[config.mk]
export PLATFORM = sky130hd
export DESIGN_NAME = pattern_scan_ctrl
export DESIGN_NICKNAME = d
export VERILOG_FILES = /design/src/rtl/pattern_scan_ctrl_pkg.sv /design/src/rtl/pattern_match_core.sv /design/src/rtl/pattern_scan_ctrl.sv
export SDC_FILE = /design/constraint.sdc
export NUM_CORES = 1
export LEC_CHECK = 0
export CAP_MARGIN = 20
export CELL_PAD_IN_SITES_DETAIL_PLACEMENT = 0
export CELL_PAD_IN_SITES_GLOBAL_PLACEMENT = 2
export CORE_AREA = 2 2 91 115
export CTS_CLUSTER_SIZE = 12
export DETAILED_ROUTE_END_ITERATION = 6
export DIE_AREA = 0 0 93 117
export MAX_ROUTING_LAYER = met4
export PLACE_DENSITY_LB_ADDON = 0.1
export SLEW_MARGIN = 20
export SYNTH_ARGS = -nofsm -noshare
export SYNTH_HDL_FRONTEND = slang
export SYNTH_SLANG_ARGS = --single-unit
[constraint.sdc]
create_clock -name clk -period 2.9 [get_ports clk]
set_input_delay 0.435 -clock clk [delete_from_list [all_inputs] [get_ports clk]]
set_output_delay 0.435 -clock clk [all_outputs]
set_load 0.01 [all_outputs]
[src/rtl/pattern_scan_ctrl_pkg.sv]
// pattern_scan_ctrl_pkg
//   Shared definitions for the pattern scan controller: run-state encoding
//   and the configuration values loaded at reset.
package pattern_scan_ctrl_pkg;

  typedef enum logic [1:0] {
    ST_IDLE = 2'd0,
    ST_RUN  = 2'd1,
    ST_DONE = 2'd2
  } state_e;

  // Reset-time configuration; the pattern length default is PAT_W and is
  // applied in the top level where PAT_W is known.
  localparam logic DEF_OVERLAP = 1'b1;

endpackage

[src/rtl/pattern_match_core.sv]
// pattern_match_core
//   Serial history register, fill counter and length-masked compare.
//   Ports:
//     clk, rst_n  - clock, async active-low reset
//     clr         - clear history and fill (run start or non-overlap match)
//     shift       - a qualified bit is present on w this cycle
//     w           - serial data bit
//     pattern     - reference pattern, bit [len-1] is oldest
//     len         - active pattern length, 1..PAT_W (already clamped)
//     hit         - combinational: the bit on w completes a match
module pattern_match_core #(
  parameter int PAT_W = 4,
  parameter int LEN_W = $clog2(PAT_W) + 1
) (
  input  logic             clk,
  input  logic             rst_n,
  input  logic             clr,
  input  logic             shift,
  input  logic             w,
  input  logic [PAT_W-1:0] pattern,
  input  logic [LEN_W-1:0] len,
  output logic             hit
);

  logic [PAT_W-1:0] hist_q, hist_d, hist_new, mask;
  logic [LEN_W-1:0] fill_q, fill_d, fill_inc;

  always_comb begin
    hist_new = {hist_q[PAT_W-2:0], w};
    fill_inc = (fill_q == LEN_W'(PAT_W)) ? fill_q : fill_q + 1'b1;
    for (int i = 0; i < PAT_W; i++) mask[i] = (i < int'(len));
    // fill_inc counts the current bit, so a match can complete on it.
    hit = shift && (fill_inc >= len) && (((hist_new ^ pattern) & mask) == '0);
  end

  always_comb begin
    hist_d = hist_q;
    fill_d = fill_q;
    if (clr) begin
      hist_d = '0;
      fill_d = '0;
    end else if (shift) begin
      hist_d = hist_new;
      fill_d = fill_inc;
    end
  end

  always_ff @(posedge clk or negedge rst_n) begin
    if (!rst_n) begin
      hist_q <= '0;
      fill_q <= '0;
    end else begin
      hist_q <= hist_d;
      fill_q <= fill_d;
    end
  end

endmodule

[src/rtl/pattern_scan_ctrl.sv]
// pattern_scan_ctrl
//   Run controller around the serial pattern detector. Holds the pattern
//   configuration, arms on start, pulses z per match, and stops on target
//   count (done) or on a no-match timeout (done + timed_out).
//   Ports:
//     clk, rst_n              - clock, async active-low reset
//     cfg_we, cfg_*           - config write, honoured in IDLE/DONE only
//     start, abort            - run control; abort has priority
//     w, w_valid              - serial bit stream and its qualifier
//     z                       - one-cycle match pulse (registered)
//     busy, done, timed_out   - run status
//     match_cnt               - matches in current or last run
module pattern_scan_ctrl
  import pattern_scan_ctrl_pkg::*;
#(
  parameter  int PAT_W = 4,
  parameter  int CNT_W = 8,
  parameter  int TO_W  = 8,
  localparam int LEN_W = $clog2(PAT_W) + 1
) (
  input  logic             clk,
  input  logic             rst_n,
  input  logic             cfg_we,
  input  logic [PAT_W-1:0] cfg_pattern,
  input  logic [LEN_W-1:0] cfg_len,
  input  logic             cfg_overlap,
  input  logic [CNT_W-1:0] cfg_target,
  input  logic [TO_W-1:0]  cfg_timeout,
  input  logic             start,
  input  logic             abort,
  input  logic             w,
  input  logic             w_valid,
  output logic             z,
  output logic             busy,
  output logic             done,
  output logic             timed_out,
  output logic [CNT_W-1:0] match_cnt
);

  state_e           state_q, state_d;
  logic             z_q, z_d;
  logic             tmo_q, tmo_d;
  logic [CNT_W-1:0] cnt_q, cnt_d, cnt_inc;
  logic [TO_W-1:0]  to_q, to_d, to_inc;

  logic [PAT_W-1:0] pattern_q, pattern_d;
  logic [LEN_W-1:0] len_q, len_d;
  logic             overlap_q, overlap_d;
  logic [CNT_W-1:0] target_q, target_d;
  logic [TO_W-1:0]  timeout_q, timeout_d;

  logic shift, hit, run_start, core_clr;

  assign shift = (state_q == ST_RUN) && w_valid;
  // Non-overlap mode drops the history after a match so no bit is reused.
  assign core_clr = run_start || (hit && !overlap_q);

  pattern_match_core #(.PAT_W(PAT_W), .LEN_W(LEN_W)) u_core (
    .clk     (clk),
    .rst_n   (rst_n),
    .clr     (core_clr),
    .shift   (shift),
    .w       (w),
    .pattern (pattern_q),
    .len     (len_q),
    .hit     (hit)
  );

  // Config latch with length clamped into 1..PAT_W.
  always_comb begin
    pattern_d = pattern_q;
    len_d     = len_q;
    overlap_d = overlap_q;
    target_d  = target_q;
    timeout_d = timeout_q;
    if (cfg_we && state_q != ST_RUN) begin
      pattern_d = cfg_pattern;
      overlap_d = cfg_overlap;
      target_d  = cfg_target;
      timeout_d = cfg_timeout;
      if (cfg_len == '0)                  len_d = LEN_W'(1);
      else if (cfg_len > LEN_W'(PAT_W))   len_d = LEN_W'(PAT_W);
      else                                len_d = cfg_len;
    end
  end

  always_comb begin
    state_d   = state_q;
    z_d       = 1'b0;
    cnt_d     = cnt_q;
    to_d      = to_q;
    tmo_d     = tmo_q;
    run_start = 1'b0;
    cnt_inc   = (cnt_q == '1) ? cnt_q : cnt_q + 1'b1;
    to_inc    = (to_q == '1) ? to_q : to_q + 1'b1;
    unique case (state_q)
      ST_IDLE: begin
        if (!abort && start) run_start = 1'b1;
      end
      ST_RUN: begin
        if (abort) begin
          state_d = ST_IDLE;
          tmo_d   = 1'b0;
        end else if (hit) begin
          // A match on the timeout bit wins: counter resets, run continues.
          z_d   = 1'b1;
          cnt_d = cnt_inc;
          to_d  = '0;
          if (target_q != '0 && cnt_inc == target_q) state_d = ST_DONE;
        end else if (shift) begin
          to_d = to_inc;
          if (timeout_q != '0 && to_inc == timeout_q) begin
            state_d = ST_DONE;
            tmo_d   = 1'b1;
          end
        end
      end
      ST_DONE: begin
        if (abort) begin
          state_d = ST_IDLE;
          tmo_d   = 1'b0;
        end else if (start) begin
          run_start = 1'b1;
        end
      end
      default: state_d = ST_IDLE;
    endcase
    if (run_start) begin
      state_d = ST_RUN;
      cnt_d   = '0;
      to_d    = '0;
      tmo_d   = 1'b0;
    end
  end

  always_ff @(posedge clk or negedge rst_n) begin
    if (!rst_n) begin
      state_q   <= ST_IDLE;
      z_q       <= 1'b0;
      cnt_q     <= '0;
      to_q      <= '0;
      tmo_q     <= 1'b0;
      pattern_q <= '0;
      len_q     <= LEN_W'(PAT_W);
      overlap_q <= DEF_OVERLAP;
      target_q  <= '0;
      timeout_q <= '0;
    end else begin
      state_q   <= state_d;
      z_q       <= z_d;
      cnt_q     <= cnt_d;
      to_q      <= to_d;
      tmo_q     <= tmo_d;
      pattern_q <= pattern_d;
      len_q     <= len_d;
      overlap_q <= overlap_d;
      target_q  <= target_d;
      timeout_q <= timeout_d;
    end
  end

  assign z         = z_q;
  assign busy      = (state_q == ST_RUN);
  assign done      = (state_q == ST_DONE);
  assign timed_out = tmo_q && done;
  assign match_cnt = cnt_q;

endmodule
==> parameters.txt, run 1 <==
Parameter                              Value

Status
  Outcome    complete, no violations

Final layout
  Fill cell instance count of the final layout    between 1000 and 1500
  Layout Cell Area excl Fill    between 0.003 and 0.004 mm²
  Net count reported at finish    between 400 and 500
  Area used by multi-input combinational logic    around 0.0018 mm²
  Reg area    0.00125 mm²
  Layout area overhead    21.8%
  Antenna fix cells    0
  Layout cells sized above 1    roughly 14%

Yosys
  Number of synthesized flops with an enable pin    0
  Distinct cell type count after synthesis    just over 60
  Post-Synthesis Net Count    a little under 400
  Warnings from Yosys    0
  Async S/R FF share, synth    100%
  Area of the mapped netlist    between 0.003 and 0.004 mm²
  Mean instance size in the synthesized netlist    approximately 9.2 µm²
  FF+latch count, synth    50
  Dominant synthesized flop cell    dfrtp_1
  Share of synthesized area occupied by flip-flops and latches    between 30% and 40%
  Synthesized instance count    351

GRT
  Wire length of the first global-routing pass    ~14000 µm
  Pin count of the biggest net entering global routing    32
  Total overflow reported by the global router    0
  Antenna violations before repair    0
  Vias in the first global route    approximately 2800
  Total routing resource utilization after global routing    17.4%

Worst setup path
  Worst path required time    3.13 ns
  Peak fanout along the critical path    8
  CP Data Arrival Time    between 2 and 3 ns
  Dominant delay contributor by cell family on the critical path    compound AO/OA/AOI/OAI gates
  Depth of the most critical reg-to-reg path    11
  Worst stage delay on the critical path    0.41 ns
  Crit path capture type    register
  CP Depth    11
  Critical path class    register to register
  Startpoint type of the worst setup path    register
  Worst path bufs/invs    1
  Slowest cell on crit path    dfrtp_1
  Crit path cell chain    inv_1 -> ha_1 -> nand2_1 -> o21ai_0 -> ha_1 -> a21o_1 -> a21o_1 -> nand3_2 -> nand3_1 -> o21ai_0 -> a32o_1

Clock network
  TritonCTS clock tree    done
  Maximum clock path buffer count    2
  Cells resized by post-CTS repair    0
  Number of setup buffers added after CTS    0
  Clk sinks    50
  Clock insertion delay at the later pin of the skew report    roughly 0.30 ns
  CTS Hold Buffers Added    0
  Level count of the clock H-tree    2
  CTS clock-pin slew for the worst setup and hold paths    roughly 0.070 ns
  Cts bufs inserted    5
  Clock root buffer master    clkbuf_16

Route
  Final antenna-violating net count    0
  Post-route DRC    0
  Wire length per cell after detailed routing    between 15 and 20 µm
  Via Count    roughly 2700
  Starting DRC count in detailed routing    109
  Via density per instance    about 5.2
  Total wire length after detailed routing    8760 µm
  Initial DRT Pass Iterations    4

Job
  MaxCap Viol Count    0

Power and ir drop
  Sequential share of power    between 30% and 40%
  Clock group share of total power    between 20% and 30%
  Sw Pwr    between 1 and 1.5 mW
  Combinational fraction of design power    41.4%
  Int Power    1.89 mW
  Power per Cell Area    780 mW/mm²
  Leak pwr    1.57 nW
  Max rail drop VDD    between 0.0002 and 0.0003 V
  Total Power    ~3 mW
  Switching power as a share of total power    between 30 and 40%

Place
  Placer Congestion    between 0.8 and 0.9
  Standard cell area after detailed placement    0.00379 mm²
  DP HPWL    6590 µm
  Worst slack at placement    between 0.2 and 0.25 ns
  IO buf count    42

Floorplan
  Starting utilization of the core area    between 30 and 40%
  Standard cell core area    roughly 0.0098 mm²
  Count of boundary I/O pins    43
  Floorplan row count    41
  Width of the die    93 µm
  Die H    117 µm
  Die ar.    0.0109 mm²

Timing
  Final sum of negative setup slack    0 ns
  Worst relative slew slack    between 50% and 60%
  Final-report setup violation count    0
  Final Max Tran Viols    0
  Final setup margin    0.198 ns
  Number of hold-slack violations in the final timing report    0
  Transition time at the pin with the least slew margin    around 0.73 ns
  Max Fclk    between 300 and 400 MHz
  Final period demand of the worst path    between 2 and 3 ns
  Share of the clock period used by the worst path    just over 90%
  Final clock skew    0.00770 ns
  Hold WS    around 0.2 ns
  Setup repair after global routing missed its margin    no

Worst hold path
  Path type of the worst min-delay path    input pin to async pin
[state kept, by name, indices dropped and copies added, names as in the netlist, 2 cells and up]
| register | cells |
|---|---|
| u_core.hist_q | 3 |
| u_core.fill_q | 3 |
| timeout_q | 8 |
| state_q | 2 |
| to_q | 8 |
| len_q | 3 |
| pattern_q | 4 |
| target_q | 8 |
| match_cnt | 8 |
[power groups by stage]
| stage | sequential (mW) | combinational, mW | clock [mW] |
|---|---|---|---|
| floorplan | 1.09 | 0.953 | 0 |
| global placement | 1.19 | 1.28 | 0 |
| detailed placement | 1.19 | 1.28 | 0 |
| CTS | 1.18 | 1.29 | 0.639 |
| global route | 1.22 | 1.42 | 0.662 |
| finish | 1.18 | 1.27 | 0.617 |
[final timing paths]
check | end | slack (ns) | startpoint
worst min-delay path | target_q[0] | 0.20 | rst_n
worst min register to register | tmo_q | 0.52 | tmo_q
max in group asynchronous | target_q[4] | 2.06 | rst_n
worst max register to register | to_q[1] | 0.20 | u_core.fill_q[0]
min in group clk | tmo_q | 0.52 | tmo_q
worst max-delay path | to_q[1] | 0.20 | u_core.fill_q[0]
[logic make-up (layout without fill, tap and decap cells)]
logic type / Yosys count / in the layout / share of synthesized area [%]
DFF: 50 / 50 / 38.8
xor gates and xnor gates: 21 / 21 / 5.69
buffers and inverters: 34 / 77 / 5.07
AOI/OAI and AO/OA: 94 / 94 / 19.3
and+or+nand+nor: 120 / 120 / 19.7
muxes: 22 / 22 / 7.66
adders and majority gates: 10 / 10 / 3.87
[cell usage in the layout (no fill, tap or decap), types with 5 or more instances in the layout]
cell type / count
nor2_1: 20
nand2_1: 32
nand4_1: 5
a31oi_1: 7
a21oi_1: 19
a211oi_1: 5
xnor2_1: 15
buf_4: 10
mux2_2: 21
nand3_1: 11
clkbuf_16: 5
inv_1: 17
ha_1: 10
nand2b_1: 5
xor2_1: 6
o21a_1: 5
nor3_1: 12
and3_1: 7
clkdlybuf4s50_1: 41
o21ai_0: 29
dfrtp_1: 48
[layer usage]
metal / vias up / GRT usage, % / part of all wire, %
li1: 1357 / - / -
met1: 1327 / 20.2 / 44
met2: 50 / 31.4 / 53
met3: 7 / 2.56 / 2.5
met4: 0 / 4.90 / 1.2
met5: - / - / 0
[cells in the mapped netlist, types with 6 or more instances]
| library cell | number | share of area, % |
|---|---|---|
| ha_1 | 10 | 3.9 |
| nor3_1 | 12 | 1.9 |
| nand3_1 | 11 | 1.7 |
| a21oi_1 | 19 | 2.9 |
| inv_1 | 17 | 2.0 |
| nor2_1 | 20 | 2.3 |
| clkbuf_1 | 7 | 0.81 |
| dfrtp_1 | 48 | 37 |
| mux2_2 | 21 | 7.3 |
| xor2_1 | 6 | 1.6 |
| a31oi_1 | 7 | 1.4 |
| and3_1 | 7 | 1.4 |
| xnor2_1 | 15 | 4.1 |
| o21ai_0 | 29 | 4.5 |
| nand2_1 | 32 | 3.7 |
[through the flow]
stage / std cells / util (%)
after floorplan: 351 / -
after global placement: 515 / 38.5
after detailed placement: 515 / 38.5
after CTS: 523 / 40.0
after global routing: 523 / 40.0
final: 523 / 40.0
[cell type report]
class	count	share of cell area (%)
tap	129	4.10
clock inverter	2	0.318
inverter	17	1.62
clock buffer	6	3.53
multi-input combinational	267	46.2
timing repair buffer	52	12.5
sequential	50	31.8
No activity file was read; power rests on OpenSTA's default activity.
==> run 2, diff against run 1 <==
- CORE_AREA: 2 2 91 115 -> 2 2 90 114
- DIE_AREA: 0 0 93 117 -> 0 0 92 116
- SYNTH_HIERARCHICAL: default -> 1
==> parameters.txt, run 2 <==
Parameter                              Value

Final layout
  Antenna fix cells    0 (unchanged)
  Final cell utilization of the core    45.1% (was 40.0%)
  Layout Cell Area excl Fill    0.00429 mm² (was 0.00394 mm²)
  Layout cells sized above 1    24.5% (was 14.2%)
  Most common cell after layout, fill and taps aside    dfrtp_1 (unchanged)
  Net count reported at finish    452 (was 434)
  Layout area overhead    30.9% (was 21.8%)
  Most frequent cells in the layout    48 x dfrtp_1, 41 x clkdlybuf4s50_1, 30 x a21oi_1, 29 x buf_4, 23 x mux2_2 (was 48 x dfrtp_1, 41 x clkdlybuf4s50_1, 32 x nand2_1, 29 x o21ai_0, 21 x mux2_2)

Power and ir drop
  Power per Cell Area    851 mW/mm² (was 780 mW/mm²)
  Total Power    3.65 mW (was 3.07 mW)
  Sequential share of power    35.1% (was 38.5%)
  Switching power as a share of total power    38.7% (was 38.6%)
  Clock group share of total power    17.0% (was 20.1%)
  Int Power    2.23 mW (was 1.89 mW)
  Leak pwr    1.79 nW (was 1.57 nW)
  Sw Pwr    1.41 mW (was 1.18 mW)
  Combinational fraction of design power    47.9% (was 41.4%)
  Max rail drop VDD    0.000354 V (was 0.000256 V)

Worst setup path
  Peak fanout along the critical path    3 (was 8)
  CP Data Arrival Time    3.14 ns (was 2.93 ns)
  Depth of the most critical reg-to-reg path    14 (was 11)
  Critical path class    register to register (unchanged)
  Startpoint type of the worst setup path    register (unchanged)
  Origin of the critical flop-to-flop path    u_core/fill_q[1] (was u_core.fill_q[0])
  Worst setup path startpoint    u_core/fill_q[1] (was u_core.fill_q[0])
  Crit path capture    state_q[0] (was to_q[1])
  Crit path capture type    register (unchanged)
  Worst path required time    3.08 ns (was 3.13 ns)
  Endpoint of the most critical register-to-register path    state_q[0] (was to_q[1])
  Slack of the worst reg-to-reg path    -0.06 ns (was 0.20 ns)

Yosys
  Dominant cell by count in the synthesized netlist    dfrtp_1 (unchanged)
  Async S/R FF share, synth    100% (unchanged)
  Area share of the largest cell type after synthesis    36.7% (was 37.2%)
  Number of synthesized flops with an enable pin    0 (unchanged)
  Synthesized instance count    348 (was 351)
  Mean instance size in the synthesized netlist    9.41 µm² (was 9.21 µm²)
  Dominant synthesized flop cell    dfrtp_1 (unchanged)
  Warnings from Yosys    6 (was 0)
  Cell accounting for the most synthesized area    dfrtp_1 (unchanged)
  Distinct cell type count after synthesis    65 (was 61)
  Area of the mapped netlist    0.00327 mm² (was 0.00323 mm²)
  FF+latch count, synth    50 (unchanged)
  Ranking of synthesized cells by area    dfrtp_1 37%, mux2_2 7.9%, a21oi_1 4.9% (was dfrtp_1 37%, mux2_2 7.3%, o21ai_0 4.5%)
  Share of synthesized area occupied by flip-flops and latches    38.3% (was 38.8%)
  Top post-synthesis cells by count    48 x dfrtp_1, 32 x a21oi_1, 23 x mux2_2 (was 48 x dfrtp_1, 32 x nand2_1, 29 x o21ai_0)
  Post-Synthesis Net Count    389 (was 392)

Floorplan
  Standard cell core area    0.00951 mm² (was 0.00985 mm²)
  Width of the die    92 µm (was 93 µm)
  Floorplan row count    40 (was 41)
  Die ar.    0.0107 mm² (was 0.0109 mm²)
  Starting utilization of the core area    34.4% (was 32.8%)
  Count of boundary I/O pins    43 (unchanged)
  Die H    116 µm (was 117 µm)

Clock network
  TritonCTS clock tree    done (unchanged)
  Clk sinks    50 (unchanged)
  CTS clock-pin slew for the worst setup and hold paths    0.07 ns (about the same)
  Clock insertion delay at the later pin of the skew report    0.30 ns (about the same)
  Maximum clock path buffer count    2 (unchanged)
  Clock root buffer master    clkbuf_16 (unchanged)
  Cts bufs inserted    5 (unchanged)
  Level count of the clock H-tree    2 (unchanged)

Timing
  Setup repair after global routing missed its margin    yes (was no)
  Hold WS    0.0840 ns (was 0.196 ns)
  Worst relative slew slack    62.4% (was 51.3%)
  Max Fclk    337 MHz (was 370 MHz)
  Number of hold-slack violations in the final timing report    0 (unchanged)
  Final period demand of the worst path    2.96 ns (was 2.70 ns)
  Final setup margin    -0.0632 ns (was 0.198 ns)
  Share of the clock period used by the worst path    102% (was 93.2%)
  Final Max Tran Viols    0 (unchanged)
  Final-report setup violation count    2 (was 0)
  Final clock skew    0.00616 ns (was 0.00770 ns)
  Transition time at the pin with the least slew margin    0.561 ns (was 0.730 ns)

Route
  Via Count    2862 (was 2741)
  Post-route DRC    0 (unchanged)
  Via density per instance    5.32 (was 5.24)
  Wire length per cell after detailed routing    16.3 µm (was 16.8 µm)
  Total wire length after detailed routing    8780 µm (was 8760 µm)
  Final antenna-violating net count    0 (unchanged)
  Starting DRC count in detailed routing    79 (was 109)
  Initial DRT Pass Iterations    6 (was 4)

Job
  MaxCap Viol Count    0 (unchanged)

Place
  DP HPWL    6580 µm (was 6590 µm)
  Worst slack at placement    -0.152 ns (was 0.224 ns)
  Standard cell area after detailed placement    0.00397 mm² (was 0.00379 mm²)
  IO buf count    42 (unchanged)
  Placer Congestion    0.806 (was 0.816)

Worst hold path
  Path type of the worst min-delay path    input pin to async pin (unchanged)

GRT
  Vias in the first global route    2877 (was 2766)
  Antenna violations before repair    0 (unchanged)
  Total overflow reported by the global router    0 (unchanged)
  Wire length of the first global-routing pass    14500 µm (was 14400 µm)
  Pin count of the biggest net entering global routing    33 (was 32)
  Total routing resource utilization after global routing    17.8% (was 17.4%)

Status
  Violated checks    setup timing
  Outcome    finished with violations (was complete, no violations)
==> run 2: cell types whose count changed after synthesis, sizes merged, moves of 4 or more <==
cell	delta
mux2i	+6
nand3	-4
a21oi	+12
nor2	-4
nand2	-9
o21ai	-6
o21a	-4
==> run 2: how the worst min path moves through the flow <==
stage | from | endpoint | slack, ns | cells past startpoint
finish | rst_n | match_cnt[4] | 0.08 | 1
global route | rst_n | match_cnt[5] | 0.1 | 1
CTS | rst_n | match_cnt[2] | 0.1 | 1
detailed placement | rst_n | match_cnt[2] | 0.42 | 1
global placement | rst_n | match_cnt[2] | 0.42 | 1
floorplan | rst_n | len_q[0] | 0.14 | 0
==> run 2: cells by family (layout without fill, tap and decap cells) <==
family	count (synthesis)	count (layout)	share of synthesized area, %
multiplexers	31	31	10.5
adder cells (fa/ha/maj)	10	10	3.82
XOR/XNOR	24	24	6.42
AO/OA/AOI/OAI	95	95	18.5
AND/OR/NAND/NOR	101	101	17.2
flip-flops	50	50	38.3
buffers and inverters	37	101	5.27
==> run 2: area by class of cell <==
class	instances	area, µm²
clock buffer	6	139
clock inverter	2	17.5
fill	974	5220
inverter	19	71.3
multi-input combinational	261	1980
sequential	50	1250
tap	126	158
timing repair buffer	74	669
==> run 2: critical path, cell delays in order (launching register included) <==
cell and delay, ns:
dfrtp_1 0.41, inv_2 0.09, ha_4 0.17, nand2_4 0.06, mux2_4 0.33, ha_4 0.28, a211oi_4 0.06, nor4_4 0.20
nor3b_2 0.07, o21bai_1 0.19, a21oi_2 0.09, or4_4 0.53, nor4_4 0.16, o211a_1 0.16, a21oi_1 0.04
==> run 2: per-stage QoR <==
step / setup TNS, ns / std cells
3_3_place_gp: -0.0990 / 521
4_1_cts: -0.133 / 532
5_1_grt: -1.01 / 538
6_report: -0.119 / 538
3_5_place_dp: -0.297 / 521
2_1_floorplan: -0.0693 / 348
==> run 2: per-layer routing <==
| layer | GRT usage, % | vias to the layer above | wire [µm] |
|---|---|---|---|
| met5 | - | - | 0 |
| met4 | 7.56 | 0 | 233 |
| met3 | 2.93 | 19 | 257 |
| met2 | 33.2 | 55 | 4730 |
| met1 | 18.7 | 1409 | 3560 |
| li1 | - | 1379 | - |
==> run 2: repair_timing <==
item,in CTS,in global routing
setup endpoints to repair,3,18
gates cloned,0,1
buffers inserted,3,5
hold buffers,0,0
pin swaps,2,2
resized for setup,11,11
==> run 2: power groups by stage <==
stage / logic (mW) / registers (mW) / clock network (mW)
floorplan: 1.16 / 1.16 / 0
global placement: 1.55 / 1.29 / 0
detailed placement: 1.56 / 1.29 / 0
CTS: 1.66 / 1.29 / 0.648
global route: 1.93 / 1.33 / 0.667
finish: 1.75 / 1.28 / 0.620
==> edit, RTL diff (config.mk and constraints of run 2) <==
`CNT_W`: 8 -> 12.
--- a/src/rtl/pattern_scan_ctrl.sv
+++ b/src/rtl/pattern_scan_ctrl.sv
@@ -14,7 +14,7 @@
   import pattern_scan_ctrl_pkg::*;
 #(
   parameter  int PAT_W = 4,
-  parameter  int CNT_W = 8,
+  parameter  int CNT_W = 12,
   parameter  int TO_W  = 8,
   localparam int LEN_W = $clog2(PAT_W) + 1
 ) (
Interface: changed (resized cfg_target and match_cnt); port bits go from 43 to 51. No check against the original RTL was run, so the function may have changed too.
==> edit against run 2 <==
Sequential share of layout area rose by 0.56 points. Routed wire length rose by 16%. Critical endpoint is now state_q[1]$_DFFE_PN0P_. Synthesized area rose by 18%. Power rose by 4.1%. Global-route usage rose by 3.0 points. Design area rose by 14%. Die area did not move. Worst setup slack improved by 0.17 ns. Clock power rose by 59%. Sequential cell count rose by 8. Largest cell class unchanged. Final cell count rose by 12%. Clock skew fell by 0.0019 ns.
==> edit: results (changes against run 2) <==
- The overall global routing resource usage is 20.84% (+3.0 points).
- The worst slack after detailed placement is -0.02581 ns (+0.1264 ns).
- The ratio of routed vias to standard cells is 5.536 (+4.1%).
- The maximum number of pins on one net before global-route repair is 34 (+3.0%).
- The static leakage is 1.973 nW (+10%).
- The data arrival time of the critical path is 3.01 ns (-0.13 ns).
- On the critical path the largest part of the delay comes from compound AO/OA/AOI/OAI gates.
- The part of the Yosys area used for sequential elements is 37.51% (-0.78 points).
- The share of final-layout standard cells stronger than drive strength 1 came to 21.47% (-3.0 points).
- The half-perimeter wire length of the detailed placement result is 7750 µm (+18%).
- Sorting the synthesized cells by area gives the leading types as dfrtp_1, mux2_2, a21oi_1.
- The met1 routing resource usage after global routing was 25.08% (+6.4 points).
- The net switching share of the total power is 36.79% (-2.0 points).
- The global-route met3 utilization was 3.771% (+0.85 points).
- The clock insertion delay at the later pin of the skew report is 0.33 ns (+0.03 ns).
- The largest driver fanout on the critical path is 5 (+2).
- The placed standard-cell area is 0.004552 mm² (+15%).
- The count of fill cells added during filler insertion is 920 (-5.5%).
- The power in the clock group is 987 µW (+59%).
- The number of buffer cells added on primary ports was 50 (+19%).
- The number of nets at the end of the flow is 515 (+14%).
- The total length of routed met3 wires is 297 µm (+16%).
- The worst clock skew is 0.004305 ns (-0.001857 ns).
- The run finished with clean final reports.
- The net load switching power came to 1.396 mW (-1.2%).
- The biggest cell delay along the critical path is 0.42 ns (-0.11 ns).
- The global routing usage on met2 was 34.56% (+1.4 points).
- The final routed wire length divided by cell count is 16.90 µm (+3.5%).
- The power share of the sequential group is 34.4% (-0.7 points).
- The CTS clock-pin slew for the worst setup and hold paths is 0.05 ns (-0.02 ns).
- The number of DRC markers in iteration 0 came to 154 (+95%).
- The wire length of the first global-routing pass is 16860 µm (+17%).
-- edit: cells by family (layout without fill, tap and decap cells) --
family	count (synthesis)	in the layout	synth area share (%)
muxes	30	30	8.618
buffers and inverters	49	113	6.294
AOI/OAI and AO/OA	111	111	19.17
DFF	58	58	37.51
xor gates and xnor gates	26	26	6.069
and+or+nand+nor	127	127	19.11
adders and majority gates	10	10	3.228
-- edit: worst reg2reg max path: cells and delay by family (launching register included) --
family / cells / cell delay [ns]
AO/OA/AOI/OAI: 3 / 0.84
XOR/XNOR: 1 / 0.19
adder cells (fa/ha/maj): 2 / 0.45
buffers and inverters: 3 / 0.33
flip-flops: 1 / 0.42
AND/OR/NAND/NOR: 4 / 0.44
-- edit: path summary, 6_finish.rpt --
| kind | endpoint | slack, ns | cells after the start |
|---|---|---|---|
| worst max-delay path | state_q[1]$_DFFE_PN0P_ | 0.11 | 13 |
| worst min-delay path | timeout_q[2]$_DFFE_PN0P_ | 0.18 | 1 |
| worst max register to register | state_q[1]$_DFFE_PN0P_ | 0.11 | 13 |
| worst min register to register | pattern_q[3]$_DFFE_PN0P_ | 0.52 | 1 |
| max in group asynchronous | len_q[2]$_DFFE_PN1P_ | 1.98 | 2 |
| min in group clk | pattern_q[3]$_DFFE_PN0P_ | 0.52 | 1 |
-- edit: repair_timing --
item                                    4_1_cts  5_1_grt
hold buffers                                  0        0
resized for setup                             2       10
buffers inserted                              0        1
endpoints found under the setup margin        4       20
pin swaps                                     0        2
-- edit: area by class of cell --
class	instances	area, µm²	share of cell area [%]
Multi-Input combinational cell	304	2218	45.47
Sequential cell	58	1454	29.80
Timing Repair Buffer	72	673.1	13.80
Clock buffer	10	239.0	4.899
Tap cell	126	157.7	3.232
Inverter	25	93.84	1.924
Clock inverter	6	42.54	0.8720
